`src/rtl/sdram_ldr_pkg.sv`:
```
// sdram_ldr_pkg: shared types for the ROM download to SDRAM write path.
// Entry layout, byte-enable codes and the issue FSM encoding.
package sdram_ldr_pkg;

  typedef struct packed {
    logic [22:0] addr;
    logic [1:0]  ds;
    logic [15:0] d;
  } ldr_entry_t;

  localparam logic [1:0] DS_LO = 2'b01;
  localparam logic [1:0] DS_HI = 2'b10;
  localparam logic [1:0] DS_W  = 2'b11;

  typedef enum logic [0:0] {
    S_IDLE = 1'b0,
    S_WAIT = 1'b1
  } ldr_state_e;

  function automatic ldr_entry_t mk_entry(
    input logic [22:0] a,
    input logic [1:0]  ds,
    input logic [15:0] d
  );
    ldr_entry_t e;
    e.addr = a;
    e.ds   = ds;
    e.d    = d;
    return e;
  endfunction

endpackage

```
`src/rtl/sdram_rom_loader_if.sv`:
```
// sdram_rom_loader_if: general-purpose SDRAM request port.
// Toggle req/ack handshake with write address, byte enables and data.
interface sdram_rom_loader_if;
  logic        port_req;
  logic        port_ack;
  logic        port_we;
  logic [22:0] port_a;
  logic [1:0]  port_ds;
  logic [15:0] port_d;

  modport master (
    output port_req, port_we, port_a, port_ds, port_d,
    input  port_ack
  );

  modport slave (
    input  port_req, port_we, port_a, port_ds, port_d,
    output port_ack
  );
endinterface

```
`src/rtl/ldr_fifo.sv`:
```
// ldr_fifo: small synchronous FIFO of packed write entries.
// First-word fall-through head, registered occupancy count.
module ldr_fifo
  import sdram_ldr_pkg::*;
#(
  parameter int AW = 2
) (
  input  logic       clk,
  input  logic       reset,
  input  logic       push,
  input  ldr_entry_t din,
  input  logic       pop,
  output ldr_entry_t dout,
  output logic       full,
  output logic       empty,
  output logic [AW:0] count
);

  localparam int DEPTH = 1 << AW;
  localparam logic [AW:0] FULL_CNT = (AW+1)'(DEPTH);

  ldr_entry_t    mem [DEPTH];
  logic [AW-1:0] wp;
  logic [AW-1:0] rp;
  logic          do_push;
  logic          do_pop;

  assign do_push = push && !full;
  assign do_pop  = pop && !empty;
  assign full    = count == FULL_CNT;
  assign empty   = count == '0;
  assign dout    = mem[rp];

  always_ff @(posedge clk) begin
    if (do_push) mem[wp] <= din;
  end

  always_ff @(posedge clk or posedge reset) begin
    if (reset) begin
      wp    <= '0;
      rp    <= '0;
      count <= '0;
    end else begin
      if (do_push) wp <= wp + 1'b1;
      if (do_pop)  rp <= rp + 1'b1;
      if (do_push && !do_pop)
        count <= count + 1'b1;
      else if (!do_push && do_pop)
        count <= count - 1'b1;
    end
  end

endmodule

```
`src/rtl/sdram_rom_loader.sv`:
```
// sdram_rom_loader: packs the byte-serial ROM download into 16-bit
// SDRAM writes and holds the core in reset until all are committed.
module sdram_rom_loader
  import sdram_ldr_pkg::*;
#(
  parameter int          FIFO_AW   = 2,
  parameter logic [22:0] BASE_ADDR = 23'h000000,
  parameter int          ADDR_W    = 25
) (
  input  logic              clk,
  input  logic              reset,
  input  logic              ioctl_downl,
  input  logic              ioctl_wr,
  input  logic [ADDR_W-1:0] ioctl_addr,
  input  logic [7:0]        ioctl_dout,
  output logic              ioctl_wait,
  output logic              rom_ready,
  sdram_rom_loader_if.master sdr
);

  localparam int DEPTH = 1 << FIFO_AW;
  localparam logic [FIFO_AW:0] WAIT_TH = (FIFO_AW+1)'(DEPTH-1);
  localparam logic [0:0] ST_IDLE = S_IDLE;
  localparam logic [0:0] ST_WAIT = S_WAIT;

  logic [ADDR_W-2:0] waddr;
  logic [ADDR_W-2:0] pk_a, pk_a_n;
  logic [7:0]        pk_d, pk_d_n;
  logic              pk_v, pk_v_n;
  logic              pd_v, pd_v_n;
  ldr_entry_t        pd_e, pd_e_n;
  ldr_entry_t        push_e, head, lo_e;
  logic              push, pop;
  logic              f_full, f_empty;
  logic [FIFO_AW:0]  f_cnt, cnt_nxt;
  logic              wr_acc, odd, pair;
  logic              downl_q, wait_n;
  logic [0:0]        state;

  assign waddr  = ioctl_addr[ADDR_W-1:1];
  assign odd    = ioctl_addr[0];
  assign wr_acc = ioctl_wr && ioctl_downl && !ioctl_wait;
  assign pair   = pk_v && (pk_a == waddr);
  assign lo_e   = mk_entry(23'(pk_a), DS_LO, {8'h00, pk_d});
  assign pop    = (state == ST_IDLE) && !f_empty;

  assign sdr.port_we = 1'b1;

  // A queued second push always wins; it was announced via ioctl_wait.
  always_comb begin
    push   = 1'b0;
    push_e = '0;
    pk_v_n = pk_v;
    pk_a_n = pk_a;
    pk_d_n = pk_d;
    pd_v_n = pd_v;
    pd_e_n = pd_e;
    if (pd_v) begin
      if (!f_full) begin
        push   = 1'b1;
        push_e = pd_e;
        pd_v_n = 1'b0;
      end
    end else if (wr_acc) begin
      unique case (1'b1)
        !odd: begin
          push   = pk_v;
          push_e = lo_e;
          pk_v_n = 1'b1;
          pk_a_n = waddr;
          pk_d_n = ioctl_dout;
        end
        odd && pair: begin
          push   = 1'b1;
          push_e = mk_entry(23'(waddr), DS_W, {ioctl_dout, pk_d});
          pk_v_n = 1'b0;
        end
        odd && pk_v && !pair: begin
          push   = 1'b1;
          push_e = lo_e;
          pk_v_n = 1'b0;
          pd_v_n = 1'b1;
          pd_e_n = mk_entry(23'(waddr), DS_HI, {ioctl_dout, 8'h00});
        end
        default: begin
          push   = 1'b1;
          push_e = mk_entry(23'(waddr), DS_HI, {ioctl_dout, 8'h00});
        end
      endcase
    end else if (!ioctl_downl && pk_v && !f_full) begin
      push   = 1'b1;
      push_e = lo_e;
      pk_v_n = 1'b0;
    end
  end

  always_comb begin
    cnt_nxt = f_cnt;
    if (push && !pop)
      cnt_nxt = f_cnt + 1'b1;
    else if (!push && pop)
      cnt_nxt = f_cnt - 1'b1;
  end

  assign wait_n = (cnt_nxt >= WAIT_TH) || pd_v_n
               || (pk_v_n && !ioctl_downl);

  always_ff @(posedge clk or posedge reset) begin
    if (reset) begin
      pk_v       <= 1'b0;
      pk_a       <= '0;
      pk_d       <= '0;
      pd_v       <= 1'b0;
      pd_e       <= '0;
      ioctl_wait <= 1'b0;
      downl_q    <= 1'b0;
    end else begin
      pk_v       <= pk_v_n;
      pk_a       <= pk_a_n;
      pk_d       <= pk_d_n;
      pd_v       <= pd_v_n;
      pd_e       <= pd_e_n;
      ioctl_wait <= wait_n;
      downl_q    <= ioctl_downl;
    end
  end

  ldr_fifo #(.AW(FIFO_AW)) u_fifo (
    .clk   (clk),
    .reset (reset),
    .push  (push),
    .din   (push_e),
    .pop   (pop),
    .dout  (head),
    .full  (f_full),
    .empty (f_empty),
    .count (f_cnt)
  );

  always_ff @(posedge clk or posedge reset) begin
    if (reset) begin
      state        <= ST_IDLE;
      sdr.port_req <= 1'b0;
      sdr.port_a   <= '0;
      sdr.port_ds  <= 2'b00;
      sdr.port_d   <= '0;
    end else begin
      unique case (state)
        ST_IDLE: if (pop) begin
          sdr.port_a   <= head.addr + BASE_ADDR;
          sdr.port_ds  <= head.ds;
          sdr.port_d   <= head.d;
          sdr.port_req <= ~sdr.port_req;
          state        <= ST_WAIT;
        end
        ST_WAIT: if (sdr.port_ack == sdr.port_req)
          state <= ST_IDLE;
      endcase
    end
  end

  always_ff @(posedge clk or posedge reset) begin
    if (reset)
      rom_ready <= 1'b0;
    else if (ioctl_downl && !downl_q)
      rom_ready <= 1'b0;
    else if (!ioctl_downl && !pk_v && !pd_v && f_empty
             && state == ST_IDLE
             && sdr.port_ack == sdr.port_req)
      rom_ready <= 1'b1;
  end

endmodule

```
`src/flat_wrapper.sv`:
```
// flat-port wrapper written by rule: the top's interface ports become plain ports
module sdram_rom_loader_flat import sdram_ldr_pkg::*;
#(
  parameter int          FIFO_AW   = 2,
  parameter logic [22:0] BASE_ADDR = 23'h000000,
  parameter int          ADDR_W    = 25
)
  (clk, reset, ioctl_downl, ioctl_wr, ioctl_addr, ioctl_dout, ioctl_wait, rom_ready, sdr_port_req, sdr_port_we, sdr_port_a, sdr_port_ds, sdr_port_d, sdr_port_ack);
  sdram_rom_loader_if sdr_i ();
  input  logic clk;
  input  logic reset;
  input  logic ioctl_downl;
  input  logic ioctl_wr;
  input  logic [ADDR_W-1:0] ioctl_addr;
  input  logic [7:0] ioctl_dout;
  output logic ioctl_wait;
  output logic rom_ready;
  output wire logic [$bits(sdr_i.port_req)-1:0] sdr_port_req;
  output wire logic [$bits(sdr_i.port_we)-1:0] sdr_port_we;
  output wire logic [$bits(sdr_i.port_a)-1:0] sdr_port_a;
  output wire logic [$bits(sdr_i.port_ds)-1:0] sdr_port_ds;
  output wire logic [$bits(sdr_i.port_d)-1:0] sdr_port_d;
  input wire logic [$bits(sdr_i.port_ack)-1:0] sdr_port_ack;
  assign sdr_port_req = sdr_i.port_req;
  assign sdr_port_we = sdr_i.port_we;
  assign sdr_port_a = sdr_i.port_a;
  assign sdr_port_ds = sdr_i.port_ds;
  assign sdr_port_d = sdr_i.port_d;
  assign sdr_i.port_ack = sdr_port_ack;
  sdram_rom_loader #(.FIFO_AW(FIFO_AW), .BASE_ADDR(BASE_ADDR), .ADDR_W(ADDR_W)) u_core (.clk(clk), .reset(reset), .ioctl_downl(ioctl_downl), .ioctl_wr(ioctl_wr), .ioctl_addr(ioctl_addr), .ioctl_dout(ioctl_dout), .ioctl_wait(ioctl_wait), .rom_ready(rom_ready), .sdr(sdr_i));
endmodule
```
`config.mk`:
```
export PLATFORM = sky130hd
export DESIGN_NAME = sdram_rom_loader_flat
export DESIGN_NICKNAME = d
export VERILOG_FILES = /design/src/rtl/sdram_ldr_pkg.sv /design/src/rtl/sdram_rom_loader_if.sv /design/src/rtl/ldr_fifo.sv /design/src/rtl/sdram_rom_loader.sv /design/src/flat_wrapper.sv
export SDC_FILE = /design/constraint.sdc
export NUM_CORES = 1
export LEC_CHECK = 0
export CORE_MARGIN = 4
export CORE_UTILIZATION = 30
export DETAILED_ROUTE_END_ITERATION = 6
export GPL_TIMING_DRIVEN = 0
export PLACE_DENSITY = 0.56
export SLEW_MARGIN = 15
export SYNTH_ARGS = -nofsm -noshare
export SYNTH_HDL_FRONTEND = slang
export SYNTH_HIERARCHICAL = 1
export SYNTH_SLANG_ARGS = --single-unit
export TNS_END_PERCENT = 10
```
`constraint.sdc`:
```
create_clock -name clk -period 4.5 [get_ports clk]
set_input_delay 0.45 -clock clk [delete_from_list [all_inputs] [get_ports clk]]
set_output_delay 0.45 -clock clk [all_outputs]
set_load 0.05 [all_outputs]
```
==> flow_summary.yaml <==
layout:
  drive_gt1_frac: 0.200
  final_common_cell: "edfxtp_1"
  n_antenna_cell: 0
  final_cell_mix: "164 x edfxtp_1, 119 x dfrtp_1, 81 x clkdlybuf4s50_1"
  fin_nets: 867
  fin_area_sq_um: 14400
  multi_input_area_sq_um: 3760
  fillCellCount: 3688
  regArea_sq_um: 7900
  syn_to_final_growth_pct: 20.6
clocking:
  cts_sinks: 283
  cts_tree: "built"
  cts_resized: 0
  post_cts_buffers: 0
  clockRootBuffer: "clkbuf_16"
  cts.htree.levels: 1
  clock_latency_ps: 550
  clock_path_buffers: 3
  ctsHoldBuffers: 0
  cts_buffers: 29
  clk_pin_slew_ps: 60
run_status:
  status: "finished clean"
critical_path:
  crit_path_top_delay_cell: "dfrtp_1"
  critPathMaxStageDelay_ps: 560
  critical_path_peak_fanout: 11
  crit_chain: "nor3_1 -> nor2_1 -> clkbuf_1 -> clkbuf_1 -> nand2b_1 -> ha_1 -> inv_1 -> fa_1 -> mux2_2"
  start_kind: "register"
  path_common_cell: "clkbuf_1"
  cp.required_ps: 4940
  worstRegToRegCells: 9
  crit_arrival_ps: 3770
  path_class: "register to register"
  end_kind: "register"
yosys:
  async_reset_ff_frac: 0.420
  synth_top_area_cell: "edfxtp_1"
  yosysSeqAreaShare: 0.662
  synth_cell_type_count: 47
  ys_ff_latch: 283
  synth-edff-count: 164
  ys.flop_type: "edfxtp_1"
  yosys.area.top_type_share: 0.412
  synth_nets: 754
  syn_area_sq_um: 11900
  yosys_warnings: 6
  synthTopCellsByArea: "edfxtp_1 41%, dfrtp_1 25%, mux4_2 7.2%"
  syn_area_per_cell_sq_um: 16.9
  synthCells: 708
die:
  die-width_um: 208
  die_y_um: 208
  die_area_sq_um: 43100
  rows: 72
  core_area_sq_um: 39000
  io_pins: 83
  initial_core_util: 0.306
placement:
  dpl_cell_area_sq_um: 13400
  place_congestion: 0.756
  pre_cts_ws_ps: 1060
  portBuffers: 81
  dpl.hpwl_mm: 17.4
run:
  max_cap_viol_count: 0
hold_path:
  hold_path_class: "input port to async pin"
sta:
  period_needed_ps: 3330
  skew_ps: 9.76
  drv_slew: 0
  period_share: 0.740
  finalSetupViolCount: 0
  grt_setup_unrepaired: "no"
  hold_viol: 0
  fmax_mhz: 300
  max_slew_margin: 0.380
  fin_ws_ps: 1170
  max_slew.worst_pin.slew_ps: 923
global_route:
  grt_pass1_vias: 6722
  grt_use_total: 0.121
  grt_pass1_wl_mm: 41.0
  grt-ovfl-total: 0
  grt_max_degree: 69
  antenna_found_initial: 0
pwr:
  peakVddDrop_mv: 0.336
  p_per_area_nw_per_um2: 692
  p_leak_nw: 5.23
routing:
  via_per_inst: 4.83
  drc: 0
  wirelength_mm: 26.8
  drtIter0Drc: 496
  dr_total_vias: 6581
  wl_per_cell_um: 19.7
  dr.pass1.iters: 5
  ant_nets: 0
-- final timing paths --
path,from,slack [ps],endpoint
setup / recovery,u_core/u_fifo/count[0]$_DFFE_PP0P_,1170,u_core/u_fifo/count[1]$_DFFE_PP0P_
hold / removal,reset,250,u_core/u_fifo/count[0]$_DFFE_PP0P_
max in group asynchronous,reset,3360,u_core/pk_a[10]$_DFFE_PP0P_
hold reg to reg,u_core/pd_e[17]$_DFFE_PP0P_,470,u_core/pd_e[17]$_DFFE_PP0P_
setup reg to reg,u_core/u_fifo/count[0]$_DFFE_PP0P_,1170,u_core/u_fifo/count[1]$_DFFE_PP0P_
min in group clk,u_core/pd_e[17]$_DFFE_PP0P_,470,u_core/pd_e[17]$_DFFE_PP0P_
-- synth_stat cells (all sizes together) (3+ instances only) --
cell type  count
mux4          41
nand3b         3
nor2           7
a21oi         24
nand4          3
dfrtp        119
clkbuf        21
nand2         26
a21o           3
ha             7
edfxtp       164
nor2b         26
xor2          20
inv            9
a22oi         23
buf           21
and2          12
mux2         106
xnor2         14
a22o           8
nor4           5
a32oi         23
-- power breakdown --
| group | leakage (nW) | internal [mW] | switching [mW] |
|---|---|---|---|
| Sequential | 2.97 | 3.54 | 0.406 |
| Clock | 0.470 | 1.44 | 0.981 |
| Combinational | 1.79 | 1.62 | 1.99 |
| Total | 5.23 | 6.59 | 3.37 |
-- logic make-up (layout without fill, tap and decap cells) --
group                    Yosys count  after routing  synth area share
flip-flops                       283            283             0.662
multiplexers                     149            149             0.180
AND/OR/NAND/NOR                   94             94            0.0445
AO/OA/AOI/OAI                     88             88            0.0549
buffers and inverters             51            187            0.0245
XOR/XNOR                          34             34            0.0249
adder cells (fa/ha/maj)            8              8           0.00901
other                              1              1          0.000314
-- state kept, by name, indices dropped and copies added (netlist names), 2 cells and up --
| name | flops |
|---|---|
| u_core/pk_d | 8 |
| u_core/u_fifo/count | 3 |
| u_core/sdr.port_d | 16 |
| u_core/pd_e | 32 |
| u_core/sdr.port_a | 23 |
| u_core/u_fifo/wp | 2 |
| u_core/u_fifo/rp | 2 |
| u_core/pk_a | 24 |
| u_core/u_fifo/mem | 164 |
| u_core/sdr.port_ds | 2 |
-- layer usage --
metal | vias up | GRT usage | wire, um
met4 | 0 | 0.0262 | 607
li1 | 2967 | - | -
met5 | - | 0 | 0
met1 | 3407 | 0.179 | 12500
met2 | 169 | 0.189 | 12400
met3 | 38 | 0.0218 | 1310
-- per-stage QoR --
step | power (mW) | hold slack [ps] | setup TNS, ps | std cells | util
3_3_place_gp | 7.61 | 452 | -153410 | 1307 | 0.344
6_report | 9.97 | 251 | 0 | 1362 | 0.369
3_5_place_dp | 7.68 | 462 | 0 | 1308 | 0.345
2_1_floorplan | 6.54 | 253 | 0 | 708 | -
4_1_cts | 10.1 | 243 | 0 | 1362 | 0.369
5_1_grt | 10.5 | 264 | 0 | 1362 | 0.369
-- cell type report --
class	instances	area share
Clock inverter	17	0.0125
Tap cell	518	0.0450
Buffer	42	0.0180
Inverter	9	0.00269
Multi-Input combinational cell	374	0.261
Sequential cell	283	0.549
Clock buffer	37	0.0539
Timing Repair Buffer	82	0.0582
-- worst max-delay path, delay by kind of cell (launching register included) --
family,cells,cell delay [ps]
buf+inv,3,1190
mux,1,260
flops,1,560
simple gates,3,530
fa+ha+maj,2,660
(Power assumes the default switching activity.)
